**config.mk**
```make
export PLATFORM = sky130hd
export DESIGN_NAME = fru_cfg_loader_flat
export DESIGN_NICKNAME = d
export VERILOG_FILES = /design/src/rtl/fru_cfg_loader_if.sv /design/src/rtl/fru_cfg_loader.sv /design/src/flat_wrapper.sv
export SDC_FILE = /design/constraint.sdc
export NUM_CORES = 1
export LEC_CHECK = 0
export CAP_MARGIN = 0
export CELL_PAD_IN_SITES_DETAIL_PLACEMENT = 0
export CELL_PAD_IN_SITES_GLOBAL_PLACEMENT = 1
export CORE_MARGIN = 10
export CORE_UTILIZATION = 41
export CTS_CLUSTER_DIAMETER = 200
export DETAILED_ROUTE_END_ITERATION = 10
export PLACE_DENSITY = 0.78
export SYNTH_ARGS = -nofsm -noshare
export SYNTH_HDL_FRONTEND = slang
export SYNTH_SLANG_ARGS = --single-unit
```
**constraint.sdc**
```tcl
create_clock -name clk -period 2.25 [get_ports clk]
set_clock_uncertainty 0.05 [all_clocks]
set_input_delay 0.3375 -clock clk [delete_from_list [all_inputs] [get_ports clk]]
set_output_delay 0.3375 -clock clk [all_outputs]
set_load 0.02 [all_outputs]
```
**src/rtl/fru_cfg_loader_if.sv**
```systemverilog
// Bus between the serial patch-stream source and the FRU config loader.
// The master drives the bitstream. The slave returns the committed config and status.
interface fru_cfg_loader_if #(
  parameter int unsigned CFG_WIDTH = 93
);
  logic                 BitStreamSerialIn;
  logic                 BitStreamValid;
  logic [CFG_WIDTH-1:0] CfgRegFru;
  logic                 CfgValid;
  logic                 CfgUpdate;
  logic                 LoadBusy;
  logic                 LoadErr;
  logic [1:0]           ErrCode;

  modport master (
    output BitStreamSerialIn, BitStreamValid,
    input  CfgRegFru, CfgValid, CfgUpdate, LoadBusy, LoadErr, ErrCode
  );

  modport slave (
    input  BitStreamSerialIn, BitStreamValid,
    output CfgRegFru, CfgValid, CfgUpdate, LoadBusy, LoadErr, ErrCode
  );
endinterface

```
**src/rtl/fru_cfg_loader.sv**
```systemverilog
// Serial config front-end for fru: finds the sync word, deserialises the payload and checks its CRC-8.
// A good frame is committed atomically into CfgRegFru. Bad or stalled frames leave the last good config active.
module fru_cfg_loader #(
  parameter int unsigned CFG_WIDTH = 93,
  parameter logic [7:0]  SYNC_WORD = 8'hA5,
  parameter int unsigned TIMEOUT   = 64
) (
  input  logic              clk,
  input  logic              rst,
  fru_cfg_loader_if.slave   bus
);

  localparam int unsigned CNT_W  = ($clog2(CFG_WIDTH) > 3) ? $clog2(CFG_WIDTH) : 3;
  localparam int unsigned IDLE_W = $clog2(TIMEOUT + 1);

  typedef enum logic [2:0] {
    HUNT    = 3'd0,
    PAYLOAD = 3'd1,
    CRC     = 3'd2,
    CHECK   = 3'd3,
    COMMIT  = 3'd4
  } state_t;

  state_t               state;
  logic [7:0]           win;
  logic [CFG_WIDTH-1:0] shadow;
  logic [7:0]           crc;
  logic [7:0]           rx_crc;
  logic [CNT_W-1:0]     bit_cnt;
  logic [IDLE_W-1:0]    idle_cnt;
  logic [7:0]           win_shift_c;
  logic                 timeout_c;

  // CRC-8, poly 0x07, MSB first, no reflection
  function automatic logic [7:0] crc8_step(input logic [7:0] c, input logic b);
    logic fb;
    fb = c[7] ^ b;
    return {c[6:0], 1'b0} ^ (fb ? 8'h07 : 8'h00);
  endfunction

  assign win_shift_c = {win[6:0], bus.BitStreamSerialIn};
  // This idle cycle would be the TIMEOUT-th consecutive one
  assign timeout_c   = (idle_cnt >= IDLE_W'(TIMEOUT - 1));

  always_ff @(posedge clk) begin
    if (!rst) begin
      state         <= HUNT;
      win           <= '0;
      shadow        <= '0;
      crc           <= '0;
      rx_crc        <= '0;
      bit_cnt       <= '0;
      idle_cnt      <= '0;
      bus.CfgRegFru <= '0;
      bus.CfgValid  <= 1'b0;
      bus.CfgUpdate <= 1'b0;
      bus.LoadBusy  <= 1'b0;
      bus.LoadErr   <= 1'b0;
      bus.ErrCode   <= 2'b00;
    end else begin
      bus.CfgUpdate <= 1'b0;
      case (state)
        HUNT: begin
          if (bus.BitStreamValid) begin
            if (win_shift_c == SYNC_WORD) begin
              // Window is cleared so a stale sync pattern cannot re-trigger after an aborted frame
              state        <= PAYLOAD;
              win          <= '0;
              crc          <= '0;
              bit_cnt      <= '0;
              idle_cnt     <= '0;
              bus.LoadErr  <= 1'b0;
              bus.ErrCode  <= 2'b00;
              bus.LoadBusy <= 1'b1;
            end else begin
              win <= win_shift_c;
            end
          end
        end

        PAYLOAD: begin
          if (bus.BitStreamValid) begin
            shadow   <= {shadow[CFG_WIDTH-2:0], bus.BitStreamSerialIn};
            crc      <= crc8_step(crc, bus.BitStreamSerialIn);
            idle_cnt <= '0;
            if (bit_cnt == CNT_W'(CFG_WIDTH - 1)) begin
              state   <= CRC;
              bit_cnt <= '0;
            end else begin
              bit_cnt <= bit_cnt + CNT_W'(1);
            end
          end else if (timeout_c) begin
            state        <= HUNT;
            idle_cnt     <= IDLE_W'(TIMEOUT);
            bus.LoadErr  <= 1'b1;
            bus.ErrCode  <= 2'b10;
            bus.LoadBusy <= 1'b0;
          end else begin
            idle_cnt <= idle_cnt + IDLE_W'(1);
          end
        end

        CRC: begin
          if (bus.BitStreamValid) begin
            rx_crc   <= {rx_crc[6:0], bus.BitStreamSerialIn};
            idle_cnt <= '0;
            if (bit_cnt == CNT_W'(7)) begin
              state        <= CHECK;
              bit_cnt      <= '0;
              bus.LoadBusy <= 1'b0;
            end else begin
              bit_cnt <= bit_cnt + CNT_W'(1);
            end
          end else if (timeout_c) begin
            state        <= HUNT;
            idle_cnt     <= IDLE_W'(TIMEOUT);
            bus.LoadErr  <= 1'b1;
            bus.ErrCode  <= 2'b10;
            bus.LoadBusy <= 1'b0;
          end else begin
            idle_cnt <= idle_cnt + IDLE_W'(1);
          end
        end

        CHECK: begin
          if (rx_crc == crc) begin
            state <= COMMIT;
          end else begin
            state       <= HUNT;
            bus.LoadErr <= 1'b1;
            bus.ErrCode <= 2'b01;
          end
        end

        COMMIT: begin
          state         <= HUNT;
          win           <= '0;
          bus.CfgRegFru <= shadow;
          bus.CfgUpdate <= 1'b1;
          bus.CfgValid  <= 1'b1;
        end

        default: state <= HUNT;
      endcase
    end
  end

endmodule

```
**src/flat_wrapper.sv**
```systemverilog
// flat-port wrapper written by rule: the top's interface ports become plain ports
module fru_cfg_loader_flat 
#(
  parameter int unsigned CFG_WIDTH = 93,
  parameter logic [7:0]  SYNC_WORD = 8'hA5,
  parameter int unsigned TIMEOUT   = 64
)
  (clk, rst, bus_BitStreamSerialIn, bus_BitStreamValid, bus_CfgRegFru, bus_CfgValid, bus_CfgUpdate, bus_LoadBusy, bus_LoadErr, bus_ErrCode);
  fru_cfg_loader_if #(.CFG_WIDTH(CFG_WIDTH)) bus_i ();
  input  logic clk;
  input  logic rst;
  input wire logic [$bits(bus_i.BitStreamSerialIn)-1:0] bus_BitStreamSerialIn;
  input wire logic [$bits(bus_i.BitStreamValid)-1:0] bus_BitStreamValid;
  output wire logic [$bits(bus_i.CfgRegFru)-1:0] bus_CfgRegFru;
  output wire logic [$bits(bus_i.CfgValid)-1:0] bus_CfgValid;
  output wire logic [$bits(bus_i.CfgUpdate)-1:0] bus_CfgUpdate;
  output wire logic [$bits(bus_i.LoadBusy)-1:0] bus_LoadBusy;
  output wire logic [$bits(bus_i.LoadErr)-1:0] bus_LoadErr;
  output wire logic [$bits(bus_i.ErrCode)-1:0] bus_ErrCode;
  assign bus_i.BitStreamSerialIn = bus_BitStreamSerialIn;
  assign bus_i.BitStreamValid = bus_BitStreamValid;
  assign bus_CfgRegFru = bus_i.CfgRegFru;
  assign bus_CfgValid = bus_i.CfgValid;
  assign bus_CfgUpdate = bus_i.CfgUpdate;
  assign bus_LoadBusy = bus_i.LoadBusy;
  assign bus_LoadErr = bus_i.LoadErr;
  assign bus_ErrCode = bus_i.ErrCode;
  fru_cfg_loader #(.CFG_WIDTH(CFG_WIDTH), .SYNC_WORD(SYNC_WORD), .TIMEOUT(TIMEOUT)) u_core (.clk(clk), .rst(rst), .bus(bus_i));
endmodule
```
==> flow_summary.json <==
{
  "rr_worst_depth": 6,
  "yosysSeqAreaShare_pct": 53.99,
  "max-vdd-ir-drop_uv": 544.9,
  "ys_async_sr_fraction_pct": 0,
  "setup_viol": 0,
  "cell_internal_pwr_mw": 6.510,
  "syn_to_final_growth_pct": 25.27,
  "drtPass1Iterations": 6,
  "cts.root.buffer_cell": "clkbuf_16",
  "yosysMostFrequentCell": "nand2_1",
  "yosys_warnings": 0,
  "critical-path-slowest-cell": "clkdlybuf4s50_1",
  "cts_hold_buf": 0,
  "hold_class": "flip-flop to flip-flop",
  "post-cts-setup-buffers": 0,
  "relSlewSlack_pct": 62.76,
  "critical_path.max_fanout": 2,
  "swShare_pct": 20.67,
  "grt_pass1_wl_microns": 32660,
  "rows": 52,
  "drc": 0,
  "yosys-top-cells-area": "dfxtp_1 54%, nand2_1 18%, a21oi_1 12%",
  "syn_inst": 1075,
  "antenna_cells": 0,
  "power_density_mw_per_mm2": 761.5,
  "cts_resized": 0,
  "cp_cell_sequence": "clkdlybuf4s50_1",
  "core_area_sq_mm": 0.02043,
  "arrival_ns": 1.52,
  "pin_count": 103,
  "die_w_microns": 164.8,
  "final_max_slew_viol_count": 0,
  "vias_per_cell": 4.966,
  "tightest_slew_ns": 0.5579,
  "final-instance-count-excl-fill": 1443,
  "ff_latch_area_sq_mm": 0.004644,
  "gr-total-overflow": 0,
  "avgSynthCellArea_sq_um": 8.002,
  "cts_tree": "built",
  "p_sw_mw": 1.696,
  "vias": 7166,
  "grt_pass1_vias": 6647,
  "ys_seq_elements": 232,
  "fin_nets": 1162,
  "period_share_pct": 84.77,
  "clock_sinks": 232,
  "synth_top_area_cell": "dfxtp_1",
  "hold_viol_final": 0,
  "max_freq_ghz": 0.5243,
  "synth_fp_nets": 1082,
  "drt_wl_total_microns": 19890,
  "end_kind": "output pin",
  "fillers": 2031,
  "post_drt_wl_per_cell_microns": 13.79,
  "maxCapViolCount": 0,
  "grt.total_usage_pct": 13.97,
  "htree_num_levels": 1,
  "crit_buf_inv": 1,
  "r2r-end": "u_core.idle_cnt[2]",
  "gp_congestion": 0.8272,
  "start_util_pct": 42.11,
  "ys_top_cells_by_count": "404 x nand2_1, 232 x dfxtp_1, 206 x a21oi_1",
  "power_frac_seq_pct": 50.1,
  "leakage_nw": 3.464,
  "grt_max_degree": 104,
  "tns_ns": 0,
  "critPathKind": "flip-flop to output pin",
  "cts.clk_slew.worst_paths_ns": 0.06,
  "min_path_cells": 2,
  "hold_end": "u_core.bus.CfgRegFru[56]",
  "min_from": "u_core.bus.CfgRegFru[56]",
  "numCtsBuffers": 25,
  "synth.distinct_cells": 60,
  "p_comb_share_pct": 1.5,
  "netlist_area_sq_mm": 0.008602,
  "r2r_setup_slack_ns": 0.35,
  "synth_edf_count": 0,
  "status": "finished clean",
  "drive_above_1_share_pct": 7.332,
  "hpwl_microns": 12160,
  "cp.required_ns": 1.86,
  "synth_flop_cell": "dfxtp_1",
  "drt-initial-drc-count": 466,
  "slowest_delay_ns": 0.64,
  "insertion_delay_ns": 0.51,
  "ant_nets": 0,
  "synth_top_cell_area_share_pct": 53.99,
  "rsz0062_at_grt": "false",
  "antenna_found_initial": 0,
  "multiInputGateArea_sq_mm": 0.003641,
  "power_frac_clock_pct": 48.4,
  "die_h_microns": 164.8,
  "clock_path_buffers": 3,
  "dieArea_sq_mm": 0.02717,
  "placed_cells": 1398,
  "io_buffers": 102,
  "cp-start-kind": "flip-flop",
  "r2r_start": "u_core.idle_cnt[0]",
  "cp_top_family": "buffers and inverters",
  "min_period_ns": 1.907
}
cell usage in the layout, fill, tap and decap left out, types with 5 or more instances in the layout:
cell type / instances
nand2_1: 403
buf_4: 16
nor2_1: 34
nand2b_1: 5
a22oi_1: 10
buf_12: 9
clkbuf_16: 25
clkbuf_1: 8
clkdlybuf4s50_1: 102
nand3_1: 10
a21oi_1: 206
clkbuf_8: 6
dfxtp_1: 232
xnor2_1: 9
routing by layer:
metal / global-route usage [%] / part of all wire (%)
met5: 0 / 0
met2: 22.25 / 44
met3: 3.859 / 7.4
met1: 18.30 / 47
met4: 3.583 / 1.6
power by group through the flow:
stage	combinational, mW	sequential [mW]	clock (mW)
6_report	0.120	4.11	3.97
3_3_place_gp	0.123	4.20	0
3_5_place_dp	0.120	4.20	0
2_1_floorplan	0.0787	4.20	0
5_1_grt	0.131	4.11	4.25
4_1_cts	0.121	4.11	4.11
per-stage QoR:
stage	worst slack [ns]	hold WS, ns	power (mW)	utilization, %	area [sq um]
after floorplan	0.5668	0.3821	4.280	-	8602
after global placement	0.1217	0.3918	4.324	48.81	9972
after detailed placement	0.09843	0.3959	4.322	48.81	9972
after CTS	0.3232	0.4040	8.344	52.74	10780
after global routing	0.1586	0.4146	8.488	52.74	10780
final	0.3427	0.4017	8.206	52.74	10780
worst max path at each step:
stage	depth (start not counted)	slack (ns)	from	end
after CTS	1	0.32	u_core.bus.CfgRegFru[25]	bus_CfgRegFru[25]
after floorplan	6	0.57	bus_BitStreamValid	u_core.bus.LoadErr
after global placement	6	0.12	bus_BitStreamSerialIn	u_core.bit_cnt[5]
after global routing	6	0.16	u_core.idle_cnt[0]	u_core.idle_cnt[2]
final	1	0.34	u_core.bus.CfgRegFru[25]	bus_CfgRegFru[25]
after detailed placement	6	0.1	bus_BitStreamValid	u_core.bus.LoadErr
area by class of cell:
cell class	count	area share, %
Multi-Input combinational cell	763	33.79
Sequential cell	232	43.10
Clock buffer	39	6.851
Clock inverter	6	0.6038
Inverter	6	0.2555
Timing Repair Buffer	127	12.26
Tap cell	270	3.135
worst min-delay path, stage by stage (launching register included):
cell	delay, ns
dfxtp_1	0.31
nand2_1	0.05
a21oi_1	0.05
sequential cells by signal, indices dropped and copies added (netlist names):
name and cells:
u_core.bus.LoadBusy 1, u_core.bit_cnt 7, u_core.bus.CfgUpdate 1, u_core.bus.CfgValid 1
u_core.win 7, u_core.bus.LoadErr 1, u_core.bus.ErrCode 2, u_core.idle_cnt 7
u_core.crc 8, u_core.shadow 93, u_core.rx_crc 8, u_core.state 3
u_core.bus.CfgRegFru 93
logic make-up (layout without fill, tap and decap cells):
| kind of cell | count (synthesis) | after routing | share of synthesized area [%] |
|---|---|---|---|
| compound gates | 257 | 257 | 16.93 |
| xor+xnor | 9 | 9 | 0.9164 |
| fa+ha+maj | 3 | 3 | 0.4364 |
| buf+inv | 80 | 178 | 3.927 |
| flops | 232 | 232 | 53.99 |
| mux | 4 | 4 | 0.4655 |
| simple gates | 490 | 490 | 23.33 |
Note: power is estimated with default switching activity, not from simulation.
